[src/rtl/pulse_cfg_loader_pkg.sv]
// Shared definitions for the pulse-sequence config loader: address map,
// per-address byte counts, reset values and parser state encodings.
package pulse_cfg_loader_pkg;

  localparam logic [7:0]  SYNC_BYTE_DEF      = 8'hA5;
  localparam int unsigned TIMEOUT_CYCLES_DEF = 50000;
  localparam int unsigned TO_W_DEF           = 16;

  localparam logic [7:0] ADDR_PER    = 8'h00;
  localparam logic [7:0] ADDR_P1WID  = 8'h01;
  localparam logic [7:0] ADDR_DEL    = 8'h02;
  localparam logic [7:0] ADDR_P2WID  = 8'h03;
  localparam logic [7:0] ADDR_NUT_W  = 8'h04;
  localparam logic [7:0] ADDR_NUT_D  = 8'h05;
  localparam logic [7:0] ADDR_CP     = 8'h06;
  localparam logic [7:0] ADDR_P_BL   = 8'h07;
  localparam logic [7:0] ADDR_BL     = 8'h08;
  localparam logic [7:0] ADDR_COMMIT = 8'hFF;

  typedef enum logic [1:0] {
    ST_IDLE,
    ST_ADDR,
    ST_DATA,
    ST_CSUM
  } parse_state_t;

  typedef struct packed {
    logic [31:0] per;
    logic [15:0] p1wid;
    logic [15:0] del;
    logic [15:0] p2wid;
    logic [7:0]  nut_w;
    logic [15:0] nut_d;
    logic [7:0]  cp;
    logic [7:0]  p_bl;
    logic [15:0] p_bl_hf;
    logic        bl;
  } cfg_t;

  localparam cfg_t CFG_DEFAULT = '{
    per:     32'd4000,
    p1wid:   16'd30,
    del:     16'd200,
    p2wid:   16'd60,
    nut_w:   8'd0,
    nut_d:   16'd0,
    cp:      8'd1,
    p_bl:    8'd100,
    p_bl_hf: 16'd50,
    bl:      1'b1
  };

  // Returns {valid, data byte count}; COMMIT is valid with zero data bytes.
  function automatic logic [3:0] addr_len(input logic [7:0] addr);
    case (addr)
      ADDR_PER:                                  return 4'b1_100;
      ADDR_P1WID, ADDR_DEL, ADDR_P2WID,
      ADDR_NUT_D:                                return 4'b1_010;
      ADDR_NUT_W, ADDR_CP, ADDR_P_BL, ADDR_BL:   return 4'b1_001;
      ADDR_COMMIT:                               return 4'b1_000;
      default:                                   return 4'b0_000;
    endcase
  endfunction

endpackage

[src/rtl/pulse_cfg_loader_if.sv]
// Received-byte stream from the UART RX into the config loader.
interface pulse_cfg_loader_if;
  logic [7:0] rx_data;
  logic       rx_valid;

  modport master (output rx_data, output rx_valid);
  modport slave  (input  rx_data, input  rx_valid);
endinterface

[src/rtl/pulse_cfg_loader_frame_parser.sv]
// Frame parser: sync/addr/data/checksum FSM, byte assembly and inter-byte timeout.
module pulse_cfg_loader_frame_parser
  import pulse_cfg_loader_pkg::*;
#(
  parameter logic [7:0]  SYNC_BYTE      = SYNC_BYTE_DEF,
  parameter int unsigned TIMEOUT_CYCLES = TIMEOUT_CYCLES_DEF,
  parameter int unsigned TO_W           = TO_W_DEF
) (
  input  logic                clk,
  input  logic                reset,
  pulse_cfg_loader_if.slave   rx,
  output logic                wr_en,
  output logic [7:0]          wr_addr,
  output logic [31:0]         wr_data,
  output logic                commit_req,
  output logic                frame_err
);
  // state   | meaning
  // IDLE    | hunting for SYNC_BYTE, other bytes dropped
  // ADDR    | next byte is the register address
  // DATA    | collecting data bytes MSB first
  // CSUM    | next byte is XOR of address and data

  parse_state_t      state_q, state_d;
  logic [7:0]        addr_q, addr_d;
  logic [31:0]       asm_q, asm_d;
  logic [7:0]        csum_q, csum_d;
  logic [2:0]        cnt_q, cnt_d;
  logic [TO_W-1:0]   to_cnt_q;
  logic              err_d, timeout;
  logic [3:0]        alen;

  assign alen    = addr_len(rx.rx_data);
  assign wr_addr = addr_q;
  assign wr_data = asm_q;
  assign timeout = (state_q != ST_IDLE) && !rx.rx_valid &&
                   (to_cnt_q == TO_W'(TIMEOUT_CYCLES - 1));

  always_ff @(posedge clk or posedge reset) begin
    if (reset) begin
      state_q   <= ST_IDLE;
      addr_q    <= '0;
      asm_q     <= '0;
      csum_q    <= '0;
      cnt_q     <= '0;
      to_cnt_q  <= '0;
      frame_err <= 1'b0;
    end else begin
      state_q   <= state_d;
      addr_q    <= addr_d;
      asm_q     <= asm_d;
      csum_q    <= csum_d;
      cnt_q     <= cnt_d;
      frame_err <= err_d;
      if (state_d == ST_IDLE || rx.rx_valid) to_cnt_q <= '0;
      else                                   to_cnt_q <= to_cnt_q + TO_W'(1);
    end
  end

  always_comb begin
    state_d    = state_q;
    addr_d     = addr_q;
    asm_d      = asm_q;
    csum_d     = csum_q;
    cnt_d      = cnt_q;
    err_d      = 1'b0;
    wr_en      = 1'b0;
    commit_req = 1'b0;
    if (timeout) begin
      err_d   = 1'b1;
      state_d = ST_IDLE;
    end else if (rx.rx_valid) begin
      case (state_q)
        ST_IDLE: if (rx.rx_data == SYNC_BYTE) state_d = ST_ADDR;
        ST_ADDR: begin
          addr_d = rx.rx_data;
          csum_d = rx.rx_data;
          asm_d  = '0;
          if (!alen[3]) begin
            err_d   = 1'b1;
            state_d = ST_IDLE;
          end else if (alen[2:0] == 3'd0) begin
            state_d = ST_CSUM;
          end else begin
            cnt_d   = alen[2:0];
            state_d = ST_DATA;
          end
        end
        ST_DATA: begin
          asm_d  = {asm_q[23:0], rx.rx_data};
          csum_d = csum_q ^ rx.rx_data;
          cnt_d  = cnt_q - 3'd1;
          if (cnt_q == 3'd1) state_d = ST_CSUM;
        end
        ST_CSUM: begin
          state_d = ST_IDLE;
          if (rx.rx_data != csum_q)       err_d      = 1'b1;
          else if (addr_q == ADDR_COMMIT) commit_req = 1'b1;
          else                            wr_en      = 1'b1;
        end
        default: state_d = ST_IDLE;
      endcase
    end
  end

endmodule

[src/rtl/pulse_cfg_loader.sv]
// Pulse-sequence config loader: shadow bank filled from UART frames, committed
// to the active bank only on a period_start boundary.
module pulse_cfg_loader
  import pulse_cfg_loader_pkg::*;
#(
  parameter logic [7:0]  SYNC_BYTE      = SYNC_BYTE_DEF,
  parameter int unsigned TIMEOUT_CYCLES = TIMEOUT_CYCLES_DEF,
  parameter int unsigned TO_W           = TO_W_DEF
) (
  input  logic                clk,
  input  logic                reset,
  pulse_cfg_loader_if.slave   rx,
  input  logic                period_start,
  output logic [31:0]         per,
  output logic [15:0]         p1wid,
  output logic [15:0]         del,
  output logic [15:0]         p2wid,
  output logic [7:0]          nut_w,
  output logic [15:0]         nut_d,
  output logic [7:0]          cp,
  output logic [7:0]          p_bl,
  output logic [15:0]         p_bl_hf,
  output logic                bl,
  output logic                cfg_update,
  output logic                commit_pend,
  output logic                frame_err
);

  logic        wr_en, commit_req;
  logic [7:0]  wr_addr;
  logic [31:0] wr_data;
  cfg_t        shadow_q, active_q, commit_val;

  pulse_cfg_loader_frame_parser #(
    .SYNC_BYTE      (SYNC_BYTE),
    .TIMEOUT_CYCLES (TIMEOUT_CYCLES),
    .TO_W           (TO_W)
  ) u_parser (
    .clk        (clk),
    .reset      (reset),
    .rx         (rx),
    .wr_en      (wr_en),
    .wr_addr    (wr_addr),
    .wr_data    (wr_data),
    .commit_req (commit_req),
    .frame_err  (frame_err)
  );

  always_comb begin
    commit_val         = shadow_q;
    commit_val.p_bl_hf = {8'd0, shadow_q.p_bl} >> 1;
  end

  always_ff @(posedge clk or posedge reset) begin
    if (reset) begin
      shadow_q <= CFG_DEFAULT;
    end else if (wr_en) begin
      case (wr_addr)
        ADDR_PER:   shadow_q.per   <= wr_data;
        ADDR_P1WID: shadow_q.p1wid <= wr_data[15:0];
        ADDR_DEL:   shadow_q.del   <= wr_data[15:0];
        ADDR_P2WID: shadow_q.p2wid <= wr_data[15:0];
        ADDR_NUT_W: shadow_q.nut_w <= wr_data[7:0];
        ADDR_NUT_D: shadow_q.nut_d <= wr_data[15:0];
        ADDR_CP:    shadow_q.cp    <= wr_data[7:0];
        ADDR_P_BL:  shadow_q.p_bl  <= wr_data[7:0];
        ADDR_BL:    shadow_q.bl    <= wr_data[0];
        default:    ;
      endcase
    end
  end

  // A commit request arriving on the same edge as the commit re-arms the flag,
  // so it is applied at the following period_start.
  always_ff @(posedge clk or posedge reset) begin
    if (reset) begin
      active_q    <= CFG_DEFAULT;
      cfg_update  <= 1'b0;
      commit_pend <= 1'b0;
    end else begin
      cfg_update <= 1'b0;
      if (period_start && commit_pend) begin
        active_q    <= commit_val;
        cfg_update  <= 1'b1;
        commit_pend <= 1'b0;
      end
      if (commit_req) commit_pend <= 1'b1;
    end
  end

  assign per     = active_q.per;
  assign p1wid   = active_q.p1wid;
  assign del     = active_q.del;
  assign p2wid   = active_q.p2wid;
  assign nut_w   = active_q.nut_w;
  assign nut_d   = active_q.nut_d;
  assign cp      = active_q.cp;
  assign p_bl    = active_q.p_bl;
  assign p_bl_hf = active_q.p_bl_hf;
  assign bl      = active_q.bl;

endmodule
[src/flat_wrapper.sv]
// flat-port wrapper written by rule: the top's interface ports become plain ports
module pulse_cfg_loader_flat import pulse_cfg_loader_pkg::*;
#(
  parameter logic [7:0]  SYNC_BYTE      = SYNC_BYTE_DEF,
  parameter int unsigned TIMEOUT_CYCLES = TIMEOUT_CYCLES_DEF,
  parameter int unsigned TO_W           = TO_W_DEF
)
  (clk, reset, period_start, per, p1wid, del, p2wid, nut_w, nut_d, cp, p_bl, p_bl_hf, bl, cfg_update, commit_pend, frame_err, rx_rx_data, rx_rx_valid);
  pulse_cfg_loader_if rx_i ();
  input  logic clk;
  input  logic reset;
  input  logic period_start;
  output logic [31:0] per;
  output logic [15:0] p1wid;
  output logic [15:0] del;
  output logic [15:0] p2wid;
  output logic [7:0] nut_w;
  output logic [15:0] nut_d;
  output logic [7:0] cp;
  output logic [7:0] p_bl;
  output logic [15:0] p_bl_hf;
  output logic bl;
  output logic cfg_update;
  output logic commit_pend;
  output logic frame_err;
  input wire logic [$bits(rx_i.rx_data)-1:0] rx_rx_data;
  input wire logic [$bits(rx_i.rx_valid)-1:0] rx_rx_valid;
  assign rx_i.rx_data = rx_rx_data;
  assign rx_i.rx_valid = rx_rx_valid;
  pulse_cfg_loader #(.SYNC_BYTE(SYNC_BYTE), .TIMEOUT_CYCLES(TIMEOUT_CYCLES), .TO_W(TO_W)) u_core (.clk(clk), .reset(reset), .rx(rx_i), .period_start(period_start), .per(per), .p1wid(p1wid), .del(del), .p2wid(p2wid), .nut_w(nut_w), .nut_d(nut_d), .cp(cp), .p_bl(p_bl), .p_bl_hf(p_bl_hf), .bl(bl), .cfg_update(cfg_update), .commit_pend(commit_pend), .frame_err(frame_err));
endmodule
[config.mk]
export PLATFORM = sky130hd
export DESIGN_NAME = pulse_cfg_loader_flat
export DESIGN_NICKNAME = d
export VERILOG_FILES = /design/src/rtl/pulse_cfg_loader_pkg.sv /design/src/rtl/pulse_cfg_loader_if.sv /design/src/rtl/pulse_cfg_loader_frame_parser.sv /design/src/rtl/pulse_cfg_loader.sv /design/src/flat_wrapper.sv
export SDC_FILE = /design/constraint.sdc
export NUM_CORES = 1
export LEC_CHECK = 0
export CORE_MARGIN = 10
export CORE_UTILIZATION = 35
export DETAILED_ROUTE_END_ITERATION = 10
export DONT_BUFFER_PORTS = 1
export GPL_TIMING_DRIVEN = 1
export SLEW_MARGIN = 20
export SYNTH_ARGS = -nofsm -noshare
export SYNTH_HDL_FRONTEND = slang
export SYNTH_SLANG_ARGS = --single-unit
[constraint.sdc]
create_clock -name clk -period 11.8 [get_ports clk]
set_input_delay 2.36 -clock clk [delete_from_list [all_inputs] [get_ports clk]]
set_output_delay 2.36 -clock clk [all_outputs]
set_load 0.01 [all_outputs]
# After elaboration in Yosys (flattened, before gate mapping)
# Cells that the tools add are included.
[word_totals]
register_bits = 321
input_bits = 12
out_inout_bits = 140
[op_classes]
add_sub_neg = 2
eq_ne = 27
muxes = 32
bitwise = 2
n_reduce_logical = 27
[op_table]
columns = ["cell", "count"]
rows = [
  ["== test 8 x 3 -> 1 bit, second input constant", 8],
  ["one-hot mux 32 bit (2 select lines)", 1],
  ["== test 8 x 2 -> 1 bit, second input constant", 4],
  ["== test 8 bit, second input constant", 3],
  ["2-to-1 mux 1 bit", 18],
  ["AND reduction 2 bit", 9],
  ["adder 16 x 1 -> 16 bit, second input constant", 1],
  ["== test 16 bit, second input constant", 1],
  ["== test 8 x 1 -> 1 bit, second input constant", 2],
  ["== test 8 x 4 -> 1 bit, second input constant", 2],
  ["logical NOT 8 bit", 2],
  ["2-to-1 mux 16 bit", 1],
  ["one-hot mux 4 bit (4 select lines)", 1],
  ["one-hot mux 8 bit (2 select lines)", 1],
  ["2-to-1 mux 2 bit", 5],
  ["!= test 8 bit", 1],
  ["one-hot mux 2 bit (4 select lines)", 1],
  ["OR reduction 4 bit", 2],
  ["XOR 8 bit", 1],
  ["2-to-1 mux 3 bit", 2],
  ["one-hot mux 3 bit (2 select lines)", 1],
  ["AND reduction 3 bit", 2],
  ["nonzero test 2 bit", 3],
  ["AND reduction 5 bit", 1],
  ["12 further kinds", 17],
]

# Longest topological paths before layout
# Gate-level depths: netlist of the first run.
[logic_depth]
word_depth = 12
ltp_mapped = 7
ltp_nobuf = 6

# By module
# A second synthesis of the first run with hierarchy kept.
[hier_totals]
cells_unflattened = 911
hier_area_um2 = 12718.4
[modules_own_cells]
columns = ["module", "instances", "cells_each", "area_per_inst_um2"]
rows = [
  ["pulse_cfg_loader", 1, 545, 9292.7],
  ["pulse_cfg_loader_frame_parser", 1, 366, 3425.8],
]

# Least setup slack after synthesis of the first run
# Ideal clock, no wire load.
[synth_path]
kind = "input-to-reg"
startpoint = "in rx_rx_data[0]"
endpoint = "reg u_core.shadow_q, in the netlist u_core.commit_val[89]"
setup_time_ns = 0.128
arrival_ns = 3.921
required_time_ns = 11.672
path_slack_ns = 7.751
path_stages = 7
n_path_buf = 3
cell_sequence = "buf_2 xor2_1 nor4_1 buf_4 nand3_4 buf_6 mux2_1"
[synth_between]
elab_chain_cells = 6
[synth_rtl]
columns = ["item", "line", "source"]
rows = [
  ["from (decl)", "flat_wrapper.sv:26", "input wire logic [$bits(rx_i.rx_data)-1:0] rx_rx_data;"],
  ["!= test 8 bit", "pulse_cfg_loader_frame_parser.sv:97", "if (rx.rx_data != csum_q) err_d = 1'b1;"],
  ["2-to-1 mux 1 bit", "pulse_cfg_loader_frame_parser.sv:97", ""],
  ["2-to-1 mux 1 bit", "pulse_cfg_loader_frame_parser.sv:73", "case (state_q)"],
  ["2-to-1 mux 1 bit", "pulse_cfg_loader_frame_parser.sv:72", "end else if (rx.rx_valid) begin"],
  ["2-to-1 mux 1 bit", "pulse_cfg_loader_frame_parser.sv:69", "if (timeout) begin"],
  ["AND reduction 2 bit (no source line)", "-", ""],
  ["to (decl)", "pulse_cfg_loader.sv:32", "cfg_t shadow_q, active_q, commit_val;"],
]
# Every way passes these cells.
# A chain may end at the register's enable or synchronous reset.

# Worst setup path in the final report of the first run
[layout_path]
startpoint = "in rx_rx_valid"
endpoint = "reg u_core.shadow_q, in the netlist u_core.commit_val[106]"
[layout_between]
elab_chain_cells = 5
word_cells_on_any_way = 6
[layout_rtl]
columns = ["item", "line", "source"]
rows = [
  ["from (decl)", "flat_wrapper.sv:27", "input wire logic [$bits(rx_i.rx_valid)-1:0] rx_rx_valid;"],
  ["logical NOT 1 bit", "pulse_cfg_loader_frame_parser.sv:36", "assign timeout = (state_q != ST_IDLE) && !rx.rx_valid &&"],
  ["logical AND 1 bit (2 in series)", "pulse_cfg_loader_frame_parser.sv:36", ""],
  ["2-to-1 mux 1 bit (*)", "pulse_cfg_loader_frame_parser.sv:69", ""],
  ["AND reduction 2 bit (no source line) (*)", "-", ""],
]
# Every way passes the cells marked *; elsewhere a longest branch is shown, timed or not.

==> flow_summary_export.csv, run 1 <==
group,metric,value,unit
status,status,"complete, no violations",
floorplan,core,0.0365,mm2
power,p_leak,7.02,nW
clock_network,cts-root-buf,"clkbuf_16",
power,powerDensity,189,mW/mm2
floorplan,rows,70,
synth,yosys-top-cells-area,"dfrtp_1 52%, mux2_2 20%, dfstp_2 9.0%",
floorplan,start_util,35.4,%
clock_network,cts-buffers-inserted,37,
cells_and_area,multi_input_area,0.00462,mm2
synth,yosys.area.top_type_share,52.3,%
power,peakVddDrop,0.110,mV
global_routing,grt_first_pass_wirelength,46300,um
detailed_routing,drtIter0Drc,302,
cells_and_area,register_area,0.00791,mm2
synth,async_reset_ff_share,100,%
worst_setup_path,crit_fanout,32,
detailed_routing,drt_wl_total,29900,um
global_routing,antenna_found_initial,0,
placed_design,dp_hpwl,19000,um
sta,tightest_slew,0.963,ns
sta,max_freq,244,MHz
sta,fin_ws,7.71,ns
synth,synthCells,922,
floorplan,die_area,0.0450,mm2
synth,synth_most_common_cell,"dfrtp_1",
detailed_routing,ant_nets,0,
sta,finalSetupTns,0,ns
synth,ys_ff_latch,314,
sta,rsz0062_at_grt,"no",
clock_network,cts_sinks,314,
synth,yosysTopAreaCell,"dfrtp_1",
sta,slew-limit-headroom,35.8,%
synth,synth_commonest_cells,"270 x dfrtp_1, 228 x mux2_2, 77 x nand2_1",
sta,fin_crit_sh,34.7,%
detailed_routing,drc,0,
synth,synth_area_per_cell,14.0,um2
cells_and_area,nFillCells,3413,
synth,ys.flop_type,"dfrtp_1",
sta,drv_slew,0,
synth,syn-cell-area,0.0129,mm2
job,max_cap_violations,0,
detailed_routing,routedWlPerCell,21.3,um
detailed_routing,drtPass1Iterations,4,
worst_setup_path,required,12.19,ns
cells_and_area,fin_util,39.8,%
synth,yosysWarnings,0,
global_routing,grt_usage,13.3,%
sta,final.min_clock_period,4.09,ns
placed_design,port_buffers,0,
placed_design,place_congestion,0.765,
detailed_routing,vias_per_cell,5.05,
cells_and_area,num_antenna_cells,0,
clock_network,cts_max_path_buffers,3,
clock_network,cts_setup_buffers,0,
floorplan,die_h,212,um
min_path,hold_class,"reg2reg",
global_routing,overflow,0,
synth,synth-edff-count,0,
clock_network,clkTransAtPathRegs,0.06,ns
worst_setup_path,end_kind,"flip-flop",
cells_and_area,drive_above_1_share,40.7,%
detailed_routing,dr_total_vias,7073,
sta,hold_viol,0,
floorplan,io_pins,152,
cells_and_area,layout.nets,926,
placed_design,pre_cts_slack,7.12,ns
worst_setup_path,crit_type,"in2reg",
floorplan,die_width,212,um
clock_network,cts_max_level,2,
clock_network,cts_tree,"built",
clock_network,hold_buffers,0,
clock_network,worstSkewPairLatency,0.51,ns
worst_setup_path,start_kind,"input pin",
global_routing,grt_pass1_vias,7330,
synth,ys_seq_area_share,61.3,%
cells_and_area,area_delta_synth_final,12.6,%
worst_setup_path,arrival,4.48,ns
synth,ys_types,50,
sta,fin_skew,0.0166,ns
sta,finalSetupViolCount,0,
clock_network,cts_resized,0,
power,finalPower,0.00275,W
global_routing,grt_max_degree,132,
## layer usage
metal	part of all wire [%]	wire [um]	up-vias	track usage, %
met2	46	13700	152	20.6
li1	-	-	3193	-
met1	46	13700	3696	17.8
met5	0	0	-	0
met3	6.7	2000	32	3.93
met4	1.7	516	0	3.32
## final cells by class
type                       count  share of cell area [%]
sequential                   314                    54.4
tap                          468                    4.03
clock inverter                15                    1.58
inverter                      10                   0.310
timing repair buffer           9                   0.465
clock buffer                  50                    7.40
multi-input combinational    535                    31.8
## per-stage QoR
step / hold WS (ns) / area [um2] / std cells
5_1_grt: 0.499 / 14500 / 1401
3_3_place_gp: 0.446 / 13200 / 1336
2_1_floorplan: 0.435 / 12900 / 930
6_report: 0.467 / 14500 / 1401
3_5_place_dp: 0.456 / 13200 / 1336
4_1_cts: 0.470 / 14500 / 1401
## final timing paths
path | startpoint | to | slack [ns] | depth (start not counted)
worst max-delay path | rx_rx_valid | u_core.commit_val[106] | 7.71 | 4
max in group asynchronous | reset | u_core.commit_val[32] | 8.45 | 2
worst min-delay path | u_core.u_parser.wr_data[27] | u_core.u_parser.wr_data[27] | 0.47 | 2
min in group asynchronous | reset | u_core.nut_w[3] | 1.87 | 1
worst max register to register | u_core.u_parser.wr_addr[5] | u_core.commit_val[106] | 8.81 | 4
worst min register to register | u_core.u_parser.wr_data[27] | u_core.u_parser.wr_data[27] | 0.47 | 2
## logic make-up (layout without fill, tap and decap cells)
| logic type | count (synthesis) | in the layout | synth area share [%] |
|---|---|---|---|
| other | 1 | 9 | 0.0290 |
| AO/OA/AOI/OAI | 54 | 54 | 2.58 |
| adder cells (fa/ha/maj) | 7 | 7 | 0.678 |
| AND/OR/NAND/NOR | 194 | 194 | 8.34 |
| buffers and inverters | 81 | 84 | 3.37 |
| XOR/XNOR | 19 | 19 | 1.29 |
| multiplexers | 252 | 252 | 22.5 |
| flip-flops | 314 | 314 | 61.3 |
## registers in the layout, summed over array words and instances, names as in the netlist, 2 cells and up
register                  cells
u_core.p1wid                 16
u_core.u_parser.wr_addr       8
u_core.u_parser.cnt_q         3
u_core.cp                     8
u_core.del                   16
u_core.u_parser.state_q       2
u_core.p2wid                 16
u_core.u_parser.csum_q        8
u_core.per                   32
u_core.nut_d                 16
u_core.nut_w                  8
u_core.p_bl                   8
u_core.u_parser.to_cnt_q     16
u_core.commit_val           121
u_core.u_parser.wr_data      32
## placed cells by master, fill, tap and decap left out, types with 4 or more instances in the layout
cell type    n
nand3_4      4
buf_4        9
bufinv_16    5
dfrtp_1    270
nor3_1       5
or3_1        5
nand3_1     34
a21oi_1     15
mux2_4      17
or4_1        4
xor2_1      15
mux2_1       6
nor2_1      26
a311oi_1    10
clkbuf_1     4
nand4_1     11
clkbuf_16   38
inv_1        8
ha_1         7
nand2_1     76
mux2_2     228
dfstp_2     44
o21ai_0     19
conb_1       9
xnor2_1      4
clkbuf_8     8
## power by group
group / total (W) / internal [W] / switching, W
logic: 0.000287 / 0.0000954 / 0.000192
clock network: 0.00120 / 0.000751 / 0.000446
registers: 0.00126 / 0.00114 / 0.000127
total: 0.00275 / 0.00198 / 0.000765
## worst max-delay path, cell delays in order
cell	delay, ns
or4bb_1	0.59
nor4_4	0.18
nand3_2	0.74
mux2_2	0.58
(Power assumes the default switching activity.)
==> inputs of run 2 (changes only) <==
==> constraint.sdc (replaced) <==
create_clock -name clk -period 4.1 [get_ports clk]
set_input_delay 0.82 -clock clk [delete_from_list [all_inputs] [get_ports clk]]
set_output_delay 0.82 -clock clk [all_outputs]
set_load 0.01 [all_outputs]
==> run 2 against run 1 <==
  * Routed wire length fell by 1.6%
  * Power rose to 2.7 times the previous value
  * Register-to-register slack got worse by 7.2 ns
  * Critical path depth did not move
  * Sequential cell count did not move
  * First-iteration DRC count rose by 23%
  * Sequential power rose to 2.9 times the previous value
  * Cell area fell by 1.2%
  * Critical endpoint is now u_core.commit_val[53]
==> flow_summary_export.csv, run 2 (synthesis results as in run 1) <==
group,metric,value,unit
cells_and_area,num_antenna_cells,0,
global_routing,grtUsageMet2,20.6,%
global_routing,grt_max_degree,113,
sta,slew-limit-headroom,39.8,%
placed_design,place_congestion,0.765,
detailed_routing,drt_wl_total,29400,um
floorplan,die_h,212,um
power,internal-power,0.00526,W
worst_setup_path,crit_fanout,9,
worst_setup_path,crit_start,"u_core.u_parser.wr_addr[5]",
global_routing,grt_pass1_vias,7341,
placed_design,pre_cts_slack,1.52,ns
global_routing,grt_first_pass_wirelength,45600,um
worst_setup_path,cp_slowest_stage_delay,0.83,ns
sta,fin_crit_sh,60.6,%
cells_and_area,largest_reg_flops,121,
status,status,"complete, no violations",
worst_setup_path,end_kind,"flip-flop",
worst_setup_path,arrival,2.87,ns
worst_setup_path,path_depth,4,
sta,drv_slew,0,
detailed_routing,drtPass1Iterations,4,
clock_network,cts_max_level,2,
power,powerDensity,514,mW/mm2
power,share_seq_of_total_power,49.1,%
global_routing,overflow,0,
clock_network,hold_buffers,0,
detailed_routing,ant_nets,0,
min_path,hold_class,"in2async",
floorplan,rows,70,
clock_network,cts_max_path_buffers,3,
cells_and_area,drive_above_1_share,40.4,%
sta,finalSetupViolCount,0,
sta,fin_skew,0.0193,ns
power,combPwrFrac,11.2,%
detailed_routing,vias_per_cell,5.05,
power,pwr-share-clk,39.8,%
clock_network,cts-root-buf,"clkbuf_16",
floorplan,core,0.0365,mm2
sta,max_freq,403,MHz
floorplan,die_area,0.0450,mm2
placed_design,port_buffers,0,
floorplan,start_util,35.4,%
worst_setup_path,worst_r2r_path_depth,4,
power,p_sw_share,28.7,%
sta,fin_ws,1.62,ns
sta,rsz0062_at_grt,"no",
sta,hold_viol,0,
clock_network,worstSkewPairLatency,0.52,ns
global_routing,use_met1,16.5,%
global_routing,top_usage_layer,"met2",
cells_and_area,layout.nets,927,
clock_network,cts-buffers-inserted,34,
worst_setup_path,crit_type,"reg2reg",
cells_and_area,area_delta_synth_final,11.2,%
sta,final.min_clock_period,2.48,ns
worst_setup_path,cp_slowest_cell,"or4_1",
power,power_switching,0.00212,W
cells_and_area,fin_util,39.3,%
clock_network,cts_tree,"built",
placed_design,dpl_cell_area,0.0133,mm2
worst_setup_path,path_buf_inv,0,
detailed_routing,routedWlPerCell,21.0,um
detailed_routing,drc,0,
clock_network,cts_sinks,314,
clock_network,cts_setup_buffers,0,
global_routing,antenna_found_initial,0,
worst_setup_path,cp_cell_sequence,"or4_1 > nor4_1 > nand3_1 > mux2_2",
worst_setup_path,required,4.49,ns
global_routing,grtUsageMet3,5.18,%
clock_network,cts_resized,0,
global_routing,grt_usage,13.2,%
cells_and_area,final_cell_mix,"270 x dfrtp_1, 228 x mux2_2, 76 x nand2_1",
power,p_leak,6.95,nW
detailed_routing,drtIter0Drc,370,
power,peakVddDrop,0.231,mV
placed_design,dp_hpwl,19000,um
cells_and_area,final_area,0.0144,mm2
floorplan,die_width,212,um
worst_setup_path,path_delay_family,"simple AND/OR/NAND/NOR gates",
worst_setup_path,r2r-start,"u_core.u_parser.wr_addr[5]",
sta,tightest_slew,0.903,ns
job,max_cap_violations,0,
floorplan,io_pins,152,
worst_setup_path,start_kind,"flip-flop",
detailed_routing,dr_total_vias,7074,
cells_and_area,final_common_cell,"dfrtp_1",
clock_network,clkTransAtPathRegs,0.06,ns
run 2: cell count changes in the layout (fill, tap and decap cells not counted), moves of 2 or more:
cell	previous run	this run
clkbuf_1	4	8
buf_4	9	11
clkinv_2	3	8
buf_12	0	2
bufinv_16	5	1
clkbuf_8	8	6
clkbuf_16	38	34
clkinv_4	2	0
run 2: worst reg2reg max path: cells and delay by family, from the launching register on:
kind / cells / cell delay, ns
simple gates: 3 / 1.56
flops: 1 / 0.38
mux: 1 / 0.41
run 2: cell type report:
| class | instances | area, um2 |
|---|---|---|
| well taps | 468 | 586 |
| multi-input cells | 535 | 4620 |
| flip-flops and latches | 314 | 7910 |
| inverters | 10 | 41.3 |
| fillers | 3415 | 22200 |
| clock buffers | 48 | 963 |
| repair buffers | 13 | 123 |
| clock inverters | 14 | 119 |
run 2: layer usage:
layer,vias to the layer above,routed length (um)
met2,156,13500
met4,0,573
met5,-,0
met1,3690,12800
li1,3191,-
met3,37,2490
run 2: path summary, 6_finish.rpt:
check,endpoint,slack (ns)
worst max-delay path,u_core.commit_val[53],1.62
worst min-delay path,u_core.p2wid[6],0.24
worst max register to register,u_core.commit_val[53],1.62
worst min register to register,u_core.u_parser.wr_data[26],0.47
max in group asynchronous,u_core.per[13],2.87
min in group clk,u_core.u_parser.csum_q[4],0.39
run 2: metrics by stage:
| stage | std cells | hold WS, ns | total power [W] | TNS [ns] |
|---|---|---|---|---|
| after CTS | 1402 | 0.248 | 0.00750 | 0 |
| after global placement | 1340 | 0.447 | 0.00448 | 0 |
| final | 1402 | 0.242 | 0.00738 | 0 |
| after global routing | 1402 | 0.256 | 0.00776 | 0 |
| after floorplan | 930 | 0.435 | 0.00418 | -234.08 |
| after detailed placement | 1340 | 0.458 | 0.00451 | 0 |
run 2: power by group through the flow:
stage	Combinational [W]	Sequential, W	Clock (W)
global placement	0.000807	0.00367	0
finish	0.000823	0.00362	0.00293
floorplan	0.000737	0.00344	0
CTS	0.000836	0.00363	0.00303
detailed placement	0.000829	0.00368	0
global route	0.000936	0.00366	0.00317
==> inputs of run 3 (changes only) <==
==> constraint.sdc (replaced) <==
create_clock -name clk -period 2.6 [get_ports clk]
set_input_delay 0.52 -clock clk [delete_from_list [all_inputs] [get_ports clk]]
set_output_delay 0.52 -clock clk [all_outputs]
set_load 0.01 [all_outputs]
==> run 3 against run 2 <==
  * Worst hold slack worse by 0.14 ns
  * Utilization rose by 0.35 points
  * Highest routed layer unchanged
  * Combinational power increased by 64%
  * Critical path depth up 1
  * Power rose by 60%
  * Fmax up 7.1%
  * Sequential cell count is the same
==> flow_summary_export.csv, run 3 (synthesis results as in run 1) <==
group,metric,value,unit
detailed_routing,ant_nets,0,
detailed_routing,routedWlPerCell,20.8,um
min_path,hold_class,"in2reg",
worst_setup_path,path_buf_inv,0,
worst_setup_path,cp_cell_sequence,"ha_1 > or4bb_1 > nor4b_4 > nand3_4 > mux2_4",
floorplan,start_util,35.4,%
detailed_routing,drt_wl_total,29200,um
clock_network,cts_max_path_buffers,3,
clock_network,clkTransAtPathRegs,0.06,ns
placed_design,place_congestion,0.778,
sta,tightest_slew,0.805,ns
cells_and_area,final_area,0.0145,mm2
detailed_routing,drc,0,
cells_and_area,area_delta_synth_final,12.2,%
cells_and_area,drive_above_1_share,39.9,%
global_routing,grt_first_pass_wirelength,45100,um
power,peakVddDrop,0.331,mV
worst_setup_path,end_kind,"flip-flop",
worst_setup_path,path_delay_family,"simple AND/OR/NAND/NOR gates",
detailed_routing,drtIter0Drc,366,
sta,rsz0062_at_grt,"no",
detailed_routing,wirelength_met1,12900,um
worst_setup_path,start_kind,"flip-flop",
detailed_routing,wl_met3,2400,um
worst_setup_path,cp_slowest_stage_delay,0.55,ns
worst_setup_path,required,3.00,ns
clock_network,worstSkewPairLatency,0.52,ns
clock_network,cts_max_level,2,
worst_setup_path,crit_fanout,16,
sta,hold_viol,0,
global_routing,overflow,0,
cells_and_area,layout.nets,933,
sta,finalSetupViolCount,0,
clock_network,cts_resized,0,
detailed_routing,vias_per_cell,5.02,
global_routing,grt_max_degree,88,
sta,drv_slew,0,
detailed_routing,wl_met2,13200,um
clock_network,cts_tree,"built",
cells_and_area,num_antenna_cells,0,
sta,max_freq,431,MHz
cells_and_area,largest_reg_flops,121,
global_routing,antenna_found_initial,0,
detailed_routing,topRoutingLayerUsed,"met4",
sta,finalSetupTns,0,ns
placed_design,dp_hpwl,19100,um
worst_setup_path,arrival,2.72,ns
floorplan,die_width,212,um
clock_network,cts-root-buf,"clkbuf_16",
floorplan,core,0.0365,mm2
sta,hold-worst-slack,0.101,ns
floorplan,rows,70,
status,status,"complete, no violations",
floorplan,die_h,212,um
clock_network,cts-buffers-inserted,34,
cells_and_area,nFillCells,3377,
clock_network,cts_sinks,314,
sta,fin_crit_sh,89.2,%
sta,slew-limit-headroom,46.3,%
placed_design,dpl_cell_area,0.0134,mm2
floorplan,die_area,0.0450,mm2
sta,fin_skew,0.0186,ns
power,p_leak,6.99,nW
global_routing,grt_pass1_vias,7254,
cells_and_area,final_common_cell,"dfrtp_1",
cells_and_area,final_cell_mix,"270 x dfrtp_1, 228 x mux2_2, 76 x nand2_1",
global_routing,grt_usage,13.0,%
placed_design,port_buffers,0,
job,max_cap_violations,0,
worst_setup_path,crit_type,"reg2reg",
detailed_routing,dr_total_vias,7050,
floorplan,io_pins,152,
power,powerDensity,813,mW/mm2
sta,final.min_clock_period,2.32,ns
worst_setup_path,cp_slowest_cell,"or4bb_1",
detailed_routing,drtPass1Iterations,6,
[run 3: cell count changes in the layout (fill, tap and decap cells not counted), sizes merged]
cell,delta
buf,+5
bufinv,+1
clkbuf,+4
clkinv,-6
clkinvlp,-1
dlygate4sd3,+1
inv,-1
[run 3: area by class of cell]
cell class                      instances  area (um2)  share of cell area [%]
Clock buffer                           52         990                    6.83
Inverter                               10        41.3                   0.285
Sequential cell                       314        7910                    54.6
Timing Repair Buffer                   19         233                    1.61
Tap cell                              468         586                    4.04
Multi-Input combinational cell        535        4620                    31.9
Clock inverter                          7         114                   0.786
[run 3: power breakdown]
| part | switching (W) | total [W] | internal, W |
|---|---|---|---|
| logic | 0.000858 | 0.00135 | 0.000493 |
| registers | 0.000533 | 0.00569 | 0.00515 |
| clock network | 0.00190 | 0.00474 | 0.00284 |
| total | 0.00330 | 0.0118 | 0.00849 |
[run 3: worst paths after layout]
kind / slack, ns / to / depth (start not counted) / from
max: 0.28 / u_core.commit_val[74] / 5 / u_core.u_parser.state_q[0]
min: 0.10 / u_core.u_parser.csum_q[4] / 1 / rx_rx_data[4]
max reg2reg: 0.28 / u_core.commit_val[74] / 5 / u_core.u_parser.state_q[0]
min reg2reg: 0.46 / u_core.u_parser.wr_data[29] / 2 / u_core.u_parser.wr_data[29]
max in group asynchronous: 1.19 / u_core.commit_val[132] / 3 / reset
min in group asynchronous: 0.57 / u_core.commit_val[104] / 2 / reset
[run 3: through the flow]
step           utilization (%)  setup WS [ns]  power [W]  cells
3_3_place_gp              36.6          0.302    0.00712   1345
5_1_grt                   39.7          0.184     0.0124   1405
6_report                  39.7          0.281     0.0118   1405
2_1_floorplan                -          -2.07    0.00659    930
3_5_place_dp              36.6          0.266    0.00716   1345
4_1_cts                   39.7          0.272     0.0120   1405
[run 3: worst reg2reg max path, stage by stage, from the launching register on]
cell     delay [ns]
dfrtp_1        0.41
ha_1           0.25
or4bb_1        0.55
nor4b_4        0.30
nand3_4        0.31
mux2_4         0.40
[run 3: repair_timing]
| item | CTS | global route |
|---|---|---|
| endpoints found under the hold margin | 16 | 0 |
| buffers inserted | 0 | 0 |
| hold buffers | 1 | 0 |
[run 3: metal layers]
layer  GRT usage (%)  vias up
met2            19.7      134
met1            16.7     3673
li1                -     3204
met5               0        -
met4            4.12        0
met3            5.01       39
